<file path="src/rtl/cache_miss_ctrl.sv">
// Miss-handling sequencer for a write-back data cache: stalls the pipeline,
// writes back a dirty victim, refills the missing block and signals the fill.
module cache_miss_ctrl #(
    parameter int ADDR_WIDTH  = 32,
    parameter int OFFSET_BITS = 4,
    parameter int CNT_WIDTH   = 16
) (
    input  logic                  clk,
    input  logic                  rst_n,
    input  logic                  cpu_req_valid,
    input  logic                  cpu_req_we,
    input  logic [ADDR_WIDTH-1:0] cpu_addr,
    input  logic                  hit,
    input  logic                  victim_dirty,
    input  logic [ADDR_WIDTH-1:0] victim_addr,
    input  logic                  mem_ack,
    output logic                  stall,
    output logic                  mem_req,
    output logic                  mem_we,
    output logic [ADDR_WIDTH-1:0] mem_addr,
    output logic                  fill_en,
    output logic [CNT_WIDTH-1:0]  miss_count,
    output logic [CNT_WIDTH-1:0]  wb_count
);

    typedef enum logic [1:0] {
        ST_IDLE      = 2'd0,
        ST_WRITEBACK = 2'd1,
        ST_REFILL    = 2'd2,
        ST_UPDATE    = 2'd3
    } state_t;

    state_t                r_state;
    logic                  r_mem_req;
    logic                  r_mem_we;
    logic [ADDR_WIDTH-1:0] r_mem_addr;
    logic [ADDR_WIDTH-1:0] r_miss_addr;
    logic                  r_fill_en;
    logic [CNT_WIDTH-1:0]  r_miss_count;
    logic [CNT_WIDTH-1:0]  r_wb_count;

    logic                  w_miss;
    logic [ADDR_WIDTH-1:0] w_miss_addr;
    logic                  w_unused;

    assign w_miss      = cpu_req_valid & ~hit;
    assign w_miss_addr = {cpu_addr[ADDR_WIDTH-1:OFFSET_BITS], {OFFSET_BITS{1'b0}}};

    // The store/load distinction and the word offset only matter to the cache itself.
    assign w_unused = &{1'b0, cpu_req_we, cpu_addr[OFFSET_BITS-1:0]};

    // Combinational so the missing instruction is frozen in the very cycle it misses.
    assign stall = (r_state != ST_IDLE) | w_miss;

    always_ff @(posedge clk or negedge rst_n) begin
        if (!rst_n) begin
            r_state      <= ST_IDLE;
            r_mem_req    <= 1'b0;
            r_mem_we     <= 1'b0;
            r_mem_addr   <= '0;
            r_miss_addr  <= '0;
            r_fill_en    <= 1'b0;
            r_miss_count <= '0;
            r_wb_count   <= '0;
        end else begin
            // NOTE: non-blocking throughout; the default below is overridden later in the same cycle.
            r_fill_en <= 1'b0;
            case (r_state)
                ST_IDLE: begin
                    r_mem_req <= 1'b0;
                    if (w_miss) begin
                        r_miss_addr <= w_miss_addr;
                        r_mem_req   <= 1'b1;
                        if (r_miss_count != '1)
                            r_miss_count <= r_miss_count + CNT_WIDTH'(1);
                        if (victim_dirty) begin
                            r_state    <= ST_WRITEBACK;
                            r_mem_we   <= 1'b1;
                            r_mem_addr <= victim_addr;
                            if (r_wb_count != '1)
                                r_wb_count <= r_wb_count + CNT_WIDTH'(1);
                        end else begin
                            r_state    <= ST_REFILL;
                            r_mem_we   <= 1'b0;
                            r_mem_addr <= w_miss_addr;
                        end
                    end
                end
                ST_WRITEBACK: begin
                    if (mem_ack) begin
                        r_state    <= ST_REFILL;
                        r_mem_we   <= 1'b0;
                        r_mem_addr <= r_miss_addr;
                    end
                end
                ST_REFILL: begin
                    if (mem_ack) begin
                        r_state   <= ST_UPDATE;
                        r_mem_req <= 1'b0;
                        r_fill_en <= 1'b1;
                    end
                end
                ST_UPDATE: begin
                    r_state <= ST_IDLE;
                end
                default: begin
                    r_state   <= ST_IDLE;
                    r_mem_req <= 1'b0;
                end
            endcase
        end
    end

    assign mem_req    = r_mem_req;
    assign mem_we     = r_mem_we;
    assign mem_addr   = r_mem_addr;
    assign fill_en    = r_fill_en;
    assign miss_count = r_miss_count;
    assign wb_count   = r_wb_count;

endmodule

</file>
<file path="config.mk">
export PLATFORM = sky130hd
export DESIGN_NAME = cache_miss_ctrl
export DESIGN_NICKNAME = d
export VERILOG_FILES = /design/src/rtl/cache_miss_ctrl.sv
export SDC_FILE = /design/constraint.sdc
export NUM_CORES = 1
export LEC_CHECK = 0
export BUFFER_PORTS_ARGS = -buffer_cell sky130_fd_sc_hd__buf_4
export CAP_MARGIN = 15
export CORE_ASPECT_RATIO = 1.75
export CORE_MARGIN = 1.5
export CORE_UTILIZATION = 47
export DETAILED_ROUTE_END_ITERATION = 7
export PLACE_DENSITY = 0.77
export SLEW_MARGIN = 20
export SYNTH_ARGS = -nofsm -noshare
export SYNTH_HDL_FRONTEND = slang
export SYNTH_SLANG_ARGS = --single-unit
export TNS_END_PERCENT = 1
</file>
<file path="constraint.sdc">
create_clock -name clk -period 1.8 [get_ports clk]
set_input_delay 0.36 -clock clk [delete_from_list [all_inputs] [get_ports clk]]
set_output_delay 0.36 -clock clk [all_outputs]
set_load 0.01 [all_outputs]
</file>
==> flow_metrics.env <==
export IMPL_status="complete, but fails checks"
export IMPL_violations="negative setup slack"
export IMPL_dieArea_mm2=0.0105
export IMPL_die_w_um=78.2
export IMPL_synth_main_ff_cell="dfrtp_1"
export IMPL_critPathArrivalTime_ns=2.03
export IMPL_worstPathMaxFanout=6
export IMPL_start_util=0.489
export IMPL_diodes=0
export IMPL_grt_busiest_layer="met2"
export IMPL_synthSimpleGateAreaFrac=0.215
export IMPL_endpoint_kind="flip-flop"
export IMPL_antenna_found_initial=0
export IMPL_wl_per_cell_um=16.1
export IMPL_gp_congestion=0.836
export IMPL_cts_root_buffer="clkbuf_16"
export IMPL_dp_slack_ns=-0.180
export IMPL_synth_seq_cells=97
export IMPL_clock_fmax_mhz=554
export IMPL_setup_ws_ns=-0.00475
export IMPL_io_buffers=133
export IMPL_fp_dieH_um=135
export IMPL_required_ns=2.03
export IMPL_synth_edf_count=0
export IMPL_cts_tree="done"
export IMPL_rsz0062_at_grt="yes"
export IMPL_whs_ns=0.215
export IMPL_synthMuxAreaShare=0.0860
export IMPL_syn_area_mm2=0.00465
export IMPL_fin_util=0.679
export IMPL_grt_overflow=0
export IMPL_synthAdderAreaFrac=0.0134
export IMPL_grt_max_degree=59
export IMPL_nNetsFinal=730
export IMPL_synth_top_family_by_area="simple AND/OR/NAND/NOR gates"
export IMPL_async_flop_share=1.00
export IMPL_met3_usage=0.0568
export IMPL_min_path_type="in2reg"
export IMPL_critPathKind="reg2reg"
export IMPL_htree_levels=3
export IMPL_finalClockSkew_ns=0.00459
export IMPL_power_density_mw_per_mm2=1390
export IMPL_grt_first_pass_wirelength_mm=20.4
export IMPL_netlist_instances=495
export IMPL_routed_wl_mm=12.6
export IMPL_worst_pin_slew_ns=0.574
export IMPL_clk_latency_ns=0.34
export IMPL_dr_pass1_iters=4
export IMPL_num_io_pins=139
export IMPL_syn_to_final_growth_pct=39.0
export IMPL_hpwl_mm=8.95
export IMPL_synth_nets=571
export IMPL_synth_warnings=0
export IMPL_maxSlewHeadroom=0.616
export IMPL_synth_xor_area_frac=0.0376
export IMPL_drc=0
export IMPL_synth_distinct_cells=44
export IMPL_startpoint_type="flip-flop"
export IMPL_antenna_left=0
export IMPL_numCtsBuffers=9
export IMPL_use_met1=0.265
export IMPL_maxSlewViolCount=0
export IMPL_synth_compound_area_share=0.0989
export IMPL_core_rowCount=47
export IMPL_synth_seq_area_share=0.522
export IMPL_hold_viol=0
export IMPL_total_power_mw=8.98
export IMPL_min_period_ns=1.80
export IMPL_drive_gt1_frac=0.328
export IMPL_synth_avg_cell_area_um2=9.40
export IMPL_clockBufferDepth=2
export IMPL_core_area_mm2=0.00953
export IMPL_viasPerCell=5.41
export IMPL_vias=4217
export IMPL_clock_sinks=97
export IMPL_drv_cap=0
export IMPL_finalSetupViolations=1
export IMPL_grt_pass1_vias=4357
export IMPL_fin_crit_sh=1.00
export IMPL_path_clk_slew_ns=0.06
export IMPL_ir_worst_vdd_mv=0.993
export IMPL_grt_usage=0.250
export IMPL_drtIter0Drc=182
export IMPL_p_leak_nw=3.32
export IMPL_grtUsageMet2=0.457
[flip-flops by register name, indices dropped and copies added, names as in the netlist]
| name | flops |
|---|---|
| mem_we | 1 |
| mem_req | 1 |
| miss_count | 16 |
| r_miss_addr | 28 |
| fill_en | 1 |
| mem_addr | 32 |
| r_state | 2 |
| wb_count | 16 |
[worst max-delay path, cell delays in order (launching register included)]
cell      delay (ns)
dfrtp_1         0.40
inv_2           0.09
ha_4            0.18
nand3b_1        0.16
nor4_2          0.30
buf_4           0.18
nand4_1         0.11
mux2_2          0.30
[synthesized netlist by cell type, types with 2 or more instances]
library cell / n / area share
buf_2: 2 / 0.0022
mux2i_1: 31 / 0.067
nor2_1: 35 / 0.028
a21oi_1: 33 / 0.035
buf_1: 3 / 0.0024
and2_1: 3 / 0.0040
a31oi_1: 6 / 0.0081
xor2_1: 14 / 0.026
xnor2_1: 6 / 0.011
clkbuf_1: 18 / 0.015
nand3_1: 11 / 0.012
inv_1: 4 / 0.0032
nor3_1: 6 / 0.0065
and3_1: 2 / 0.0027
ha_1: 5 / 0.013
o31ai_1: 2 / 0.0032
nand2_1: 131 / 0.11
a211oi_1: 3 / 0.0048
and4_1: 2 / 0.0038
nor2b_1: 4 / 0.0054
mux2_2: 8 / 0.019
o21ai_0: 36 / 0.039
nand3b_1: 3 / 0.0048
nand4_1: 7 / 0.0094
dfrtp_1: 97 / 0.52
nand2b_1: 2 / 0.0027
nor4_1: 3 / 0.0040
a41oi_1: 2 / 0.0038
[cell families (layout without fill, tap and decap cells)]
family                   count (synthesis)  after routing
AND/OR/NAND/NOR                        219            219
flip-flops                              97             97
AO/OA/AOI/OAI                           85             85
multiplexers                            39             39
buffers and inverters                   30            193
XOR/XNOR                                20             20
adder cells (fa/ha/maj)                  5              5
[report_power, final]
part | switching (mW) | internal (mW)
sequential | 0.462 | 2.95
clock | 0.795 | 1.25
combinational | 1.89 | 1.63
[layout make-up]
| cell class | instances | area [um^2] |
|---|---|---|
| clock buffers | 10 | 239 |
| flip-flops and latches | 97 | 2430 |
| well taps | 122 | 153 |
| multi-input cells | 368 | 2190 |
| inverters | 4 | 15.0 |
| fillers | 792 | 3060 |
| clock inverters | 5 | 78.8 |
| repair buffers | 174 | 1370 |
[placed cells by master, fill, tap and decap left out, types with 3 or more instances in the layout]
cell and n:
buf_4 168, nand2_1 131, dfrtp_1 97, o21ai_0 35
nor2_1 34, a21oi_1 32, mux2i_1 31, xor2_1 14
nand3_1 11, clkbuf_16 9, mux2_2 8, nand4_1 7
xnor2_1 6, a31oi_1 6, nor3_1 5, buf_12 5
nor2b_1 4, and2_1 3, nand3b_1 3, ha_1 3
[per-layer routing]
layer  vias up  share of wire
met3        30          0.055
met1      2031           0.36
li1       2016              -
met2       140           0.55
met5         -              0
met4         0          0.031
[through the flow]
| stage | cells | cell area [um^2] | setup TNS, ns |
|---|---|---|---|
| after floorplan | 495 | 4680 | -1.28 |
| after global placement | 757 | 6040 | -0.373 |
| after detailed placement | 757 | 6040 | -0.991 |
| after CTS | 773 | 6390 | -0.0530 |
| after global routing | 780 | 6470 | -0.627 |
| final | 780 | 6470 | -0.00475 |
[path summary, 6_finish.rpt]
check	start	endpoint	slack, ns	cells past startpoint
max	r_state[0]	miss_count[14]	-0.005	7
min	cpu_addr[9]	r_miss_addr[9]	0.21	3
max reg2reg	r_state[0]	miss_count[14]	-0.005	7
min reg2reg	r_miss_addr[29]	r_miss_addr[29]	0.47	2
max in group asynchronous	rst_n	r_miss_addr[21]	0.74	3
min in group asynchronous	rst_n	mem_addr[25]	0.50	2
[repair_timing]
action,4_1_cts,5_1_grt
hold buffers,1,0
resized for setup,5,5
pin swaps,6,5
hold endpoints to repair,30,0
buffers inserted,0,7
endpoints found under the setup margin,11,28
cloned,0,0
No activity file was read; power rests on OpenSTA's default activity.
